**src/rtl/inst_buffer.sv**
```systemverilog
// inst_buffer: circular FIFO between fetch-check and decode.
// Each entry is {excp_num[3:0], excp, vaddr[31:0], inst[31:0]} (69 bits).
// Any of flush / excp_flush / ertn_flush empties the buffer and blocks both
// handshakes for that cycle.
// Optional feature macro: IB_BYPASS_EN. When it is defined, an empty buffer
// presents the incoming entry to decode in the same cycle. When it is
// undefined, an entry reaches decode one cycle after it is written.
module inst_buffer #(
  parameter int DEPTH = 8,
  localparam int PTR_W = $clog2(DEPTH)
) (
  input  logic             clk,
  input  logic             reset,
  input  logic             flush,
  input  logic             excp_flush,
  input  logic             ertn_flush,
  input  logic             ib_valid,
  output logic             ib_ready,
  output logic             fire,
  input  logic [31:0]      inst_i,
  input  logic [31:0]      vaddr_i,
  input  logic             excp_i,
  input  logic [3:0]       excp_num_i,
  output logic             id_valid,
  input  logic             id_ready,
  output logic [31:0]      inst_o,
  output logic [31:0]      pc_o,
  output logic             excp_o,
  output logic [3:0]       excp_num_o,
  output logic [PTR_W:0]   count
);

  localparam logic [PTR_W:0]   CNT_FULL = (PTR_W + 1)'(DEPTH);
  localparam logic [PTR_W:0]   CNT_ZERO = {(PTR_W + 1){1'b0}};
  localparam logic [PTR_W:0]   CNT_ONE  = (PTR_W + 1)'(1);
  localparam logic [PTR_W-1:0] PTR_ZERO = {PTR_W{1'b0}};
  localparam logic [PTR_W-1:0] PTR_ONE  = PTR_W'(1);

  logic [68:0]      mem_q [DEPTH];
  logic [PTR_W-1:0] wr_ptr_q, wr_ptr_d;
  logic [PTR_W-1:0] rd_ptr_q, rd_ptr_d;
  logic [PTR_W:0]   cnt_q, cnt_d;

  logic        kill_s;
  logic        full_s;
  logic        empty_s;
  logic        ib_ready_s;
  logic        push_s;
  logic        pop_s;
  logic        wr_en_s;
  logic        id_valid_s;
  logic [68:0] in_data_s;
  logic [68:0] rd_data_s;
  logic [68:0] head_s;
`ifdef IB_BYPASS_EN
  logic        bypass_s;
`endif

  assign in_data_s = {excp_num_i, excp_i, vaddr_i, inst_i};

  // Handshake decode: kill masks both sides; a full buffer refuses pushes
  // even when a pop happens in the same cycle, so ib_ready does not depend on id_ready.
  always_comb begin
    kill_s     = flush | excp_flush | ertn_flush;
    full_s     = (cnt_q == CNT_FULL);
    empty_s    = (cnt_q == CNT_ZERO);
    rd_data_s  = mem_q[rd_ptr_q];
    ib_ready_s = !kill_s && !full_s;
    push_s     = ib_valid && ib_ready_s;
`ifdef IB_BYPASS_EN
    bypass_s   = !kill_s && empty_s && ib_valid;
    if (bypass_s) begin
      head_s = in_data_s;
    end else begin
      head_s = rd_data_s;
    end
    id_valid_s = !kill_s && (!empty_s || ib_valid);
    pop_s      = id_valid_s && id_ready && !empty_s;
    // A bypassed entry that decode takes immediately is never stored.
    wr_en_s    = push_s && !(bypass_s && id_ready);
`else
    head_s     = rd_data_s;
    id_valid_s = !kill_s && !empty_s;
    pop_s      = id_valid_s && id_ready;
    wr_en_s    = push_s;
`endif
  end

  // Next pointer and occupancy state: kill empties the buffer and takes priority over push and pop.
  always_comb begin
    wr_ptr_d = wr_ptr_q;
    rd_ptr_d = rd_ptr_q;
    cnt_d    = cnt_q;
    if (kill_s) begin
      wr_ptr_d = PTR_ZERO;
      rd_ptr_d = PTR_ZERO;
      cnt_d    = CNT_ZERO;
    end else begin
      if (wr_en_s) begin
        wr_ptr_d = wr_ptr_q + PTR_ONE;
      end else begin
        wr_ptr_d = wr_ptr_q;
      end
      if (pop_s) begin
        rd_ptr_d = rd_ptr_q + PTR_ONE;
      end else begin
        rd_ptr_d = rd_ptr_q;
      end
      case ({wr_en_s, pop_s})
        2'b10:   cnt_d = cnt_q + CNT_ONE;
        2'b01:   cnt_d = cnt_q - CNT_ONE;
        default: cnt_d = cnt_q;
      endcase
    end
  end

  // Pointer and occupancy registers, cleared asynchronously by reset.
  always_ff @(posedge clk or posedge reset) begin
    if (reset) begin
      wr_ptr_q <= PTR_ZERO;
      rd_ptr_q <= PTR_ZERO;
      cnt_q    <= CNT_ZERO;
    end else begin
      wr_ptr_q <= wr_ptr_d;
      rd_ptr_q <= rd_ptr_d;
      cnt_q    <= cnt_d;
    end
  end

  // Entry storage. It has no reset because the head is ignored while id_valid is low.
  always_ff @(posedge clk) begin
    if (wr_en_s) begin
      mem_q[wr_ptr_q] <= in_data_s;
    end
  end

  assign ib_ready   = ib_ready_s;
  assign fire       = push_s;
  assign id_valid   = id_valid_s;
  assign inst_o     = head_s[31:0];
  assign pc_o       = head_s[63:32];
  assign excp_o     = head_s[64];
  assign excp_num_o = head_s[68:65];
  assign count      = cnt_q;

endmodule
```
**config.mk**
```make
export PLATFORM = sky130hd
export DESIGN_NAME = inst_buffer
export DESIGN_NICKNAME = d
export VERILOG_FILES = /design/src/rtl/inst_buffer.sv
export SDC_FILE = /design/constraint.sdc
export NUM_CORES = 1
export LEC_CHECK = 0
export ABC_AREA = 1
export CORE_AREA = 5 5 200 202
export CTS_CLUSTER_SIZE = 8
export DETAILED_ROUTE_END_ITERATION = 8
export DIE_AREA = 0 0 205 207
export PLACE_DENSITY = 0.81
export SYNTH_ARGS = -nofsm -noshare
export SYNTH_HDL_FRONTEND = slang
export SYNTH_SLANG_ARGS = --single-unit
```
**constraint.sdc**
```tcl
create_clock -name clk -period 5.93 [get_ports clk]
set_clock_uncertainty 0.2 [all_clocks]
set_input_delay 1.186 -clock clk [delete_from_list [all_inputs] [get_ports clk]]
set_output_delay 1.186 -clock clk [all_outputs]
set_load 0.005 [all_outputs]
```
==> results.json <==
{
  "grt_usage": 0.237,
  "ctsHoldBuffers": 0,
  "layout.nets": 1898,
  "clock_tree.buffer_depth": 3,
  "critPathCaptureType": "primary output",
  "holdWs_ns": 0.380,
  "syn_inst": 1660,
  "crit_chain": "inv_8 -> buf_4 -> nor2_1 -> o32ai_1 -> nand2_1 -> nand2_1 -> clkdlybuf4s50_1",
  "yosys.area_share.simple": 0.117,
  "setup_tns_ns": 0,
  "status": "finished clean",
  "drc": 0,
  "synth_xor_area_frac": 0.000397,
  "dpl.hpwl_um": 27600,
  "routed_wl_um": 50700,
  "period_minus_slack_ns": 5.13,
  "synth.distinct_cells": 24,
  "final_common_cell": "edfxtp_1",
  "muxShareOfSynthArea": 0,
  "dieWidth_um": 205,
  "syn-num-nets": 1741,
  "slew_viol_final": 0,
  "critPathKind": "reg -> out",
  "p_per_area_mw_per_mm2": 325,
  "io_pins": 152,
  "final.period_utilization": 0.866,
  "grt-ovfl-total": 0,
  "drive_above_1_share": 0.0740,
  "grt_max_degree": 143,
  "path_delay_family": "buffers and inverters",
  "first_iter_violations": 1457,
  "slowest_stage": "dfrtp_4",
  "avgSynthCellArea_um2": 13.3,
  "cts_sinks": 562,
  "synth_fa_ha_area_frac": 0.00317,
  "synth_seq_cells": 562,
  "maxCapViolCount": 0,
  "required_ns": 4.54,
  "post-route-util": 0.689,
  "layout_common_cells": "edfxtp_1, nor2_1, nand2_1",
  "cts_tree": "built",
  "worst_path_most_repeated_cell": "nand2_1",
  "yosys_warnings": 0,
  "worst_pin_slew_ns": 1.03,
  "stdcell_area_mm2": 0.0263,
  "seq_area_frac_synth": 0.762,
  "die_h_um": 207,
  "relSlewSlack": 0.314,
  "n_antenna_cell": 0,
  "postCtsSetupRepairBufs": 0,
  "root_buffer": "clkbuf_16",
  "gp_congestion": 0.764,
  "cts.reportedPaths.clkPinSlew_ns": 0.05,
  "grt_pass1_vias": 14700,
  "cp_num_buf_inv": 3,
  "cts_inserted_buffers": 80,
  "area_growth_pct": 19.0,
  "cpPeakStageDelay_ns": 0.74,
  "antenna_found_initial": 1,
  "initial_core_util": 0.579,
  "synth_compound_area_frac": 0.0885,
  "peakVddDrop_mv": 0.282,
  "ant_nets": 0,
  "vias": 14200,
  "rsz0062_at_grt": "false",
  "hold_viol": 0,
  "synth_top_family_by_area": "simple AND/OR/NAND/NOR gates",
  "cts_resized": 0,
  "hold_path_class": "reg -> reg",
  "first_pass_iters": 5,
  "critPathLaunchType": "flop",
  "die_area_mm2": 0.0424,
  "clk_latency_ns": 0.58,
  "vias_per_cell": 6.02,
  "arrival_ns": 3.75,
  "wire_per_inst_um": 21.5,
  "crit_path_max_fanout": 142,
  "grt_pass1_wl_um": 79400,
  "fmax_mhz": 195,
  "core-area_mm2": 0.0381,
  "syn_area_mm2": 0.0221,
  "p_leak_nw": 8.91,
  "io_buffers": 151,
  "placed_area_mm2": 0.0241,
  "rows": 72,
  "setup_viol_count_final": 0,
  "h-tree-depth": 3
}
[layout make-up]
class                      count  area [µm²]
clock buffer                  94        2050
clock inverter                 8         139
fill                        2399       11800
inverter                      18        75.1
multi-input combinational    973        4670
sequential                   562       16800
tap                          518         648
timing repair buffer         182        1840
[tightest hold or removal path, cell delays in order, from the launching register on]
cell and delay, ns:
dfrtp_1 0.39, inv_1 0.08, o21ai_1 0.07
[synth_stat cells, drive strengths merged]
| cell | n | area (µm²) |
|---|---|---|
| nand2 | 239 | 900 |
| nand4 | 1 | 6.26 |
| clkinv | 1 | 3.75 |
| buf | 50 | 359 |
| edfxtp | 552 | 16600 |
| dfrtp | 10 | 250 |
| a21oi | 4 | 20.0 |
| clkbuf | 57 | 214 |
| o21ai | 145 | 726 |
| fa | 1 | 20.0 |
| nand3 | 12 | 60.1 |
| o32ai | 138 | 1210 |
| ha | 4 | 50.1 |
| nor2 | 428 | 1610 |
| xnor2 | 1 | 8.76 |
| inv | 17 | 66.3 |
[cells by family after synthesis]
group / Yosys count
AND/OR/NAND/NOR: 680
flip-flops: 562
adder cells (fa/ha/maj): 5
buffers and inverters: 125
XOR/XNOR: 1
AO/OA/AOI/OAI: 287
[flip-flops by register name (all words and copies together), names as in the netlist]
register  count
count         4
mem_q       552
rd_ptr_q      3
wr_ptr_q      3
[per-layer routing]
layer  up-vias  track usage  wire length, µm
met4         2       0.0841             1370
met1      6953        0.323            19500
met2       735        0.390            25500
met5         -            0               10
li1       6363            -                -
met3       116       0.0432             4300
[path summary, 6_finish.rpt]
check                                  from            to  slack (ns)  depth (start not counted)
worst max-delay path            rd_ptr_q[0]     inst_o[0]        0.80                          7
worst min-delay path            wr_ptr_q[0]   wr_ptr_q[0]        0.38                          2
worst max register to register     count[0]  mem_q[0][34]        2.94                          7
worst min register to register  wr_ptr_q[0]   wr_ptr_q[0]        0.38                          2
max in group asynchronous             reset   rd_ptr_q[0]        4.47                          2
min in group asynchronous             reset      count[0]        0.72                          2
[through the flow]
stage / power (mW) / instances / setup WS, ns
after floorplan: 4.49 / 1660 / 0.357
after global placement: 4.61 / 2253 / 1.51
after detailed placement: 4.62 / 2253 / 1.45
after CTS: 8.59 / 2355 / 0.750
after global routing: 8.78 / 2355 / 0.605
final: 8.55 / 2355 / 0.797
[power breakdown]
group	switching [mW]	internal (mW)	leakage, nW	total (mW)
clock	1.57	2.43	1.06	4.00
combinational	0.0894	0.0715	2.75	0.161
sequential	0.00392	4.38	5.10	4.39
total	1.66	6.89	8.91	8.55
No activity file was read; power rests on OpenSTA's default activity.
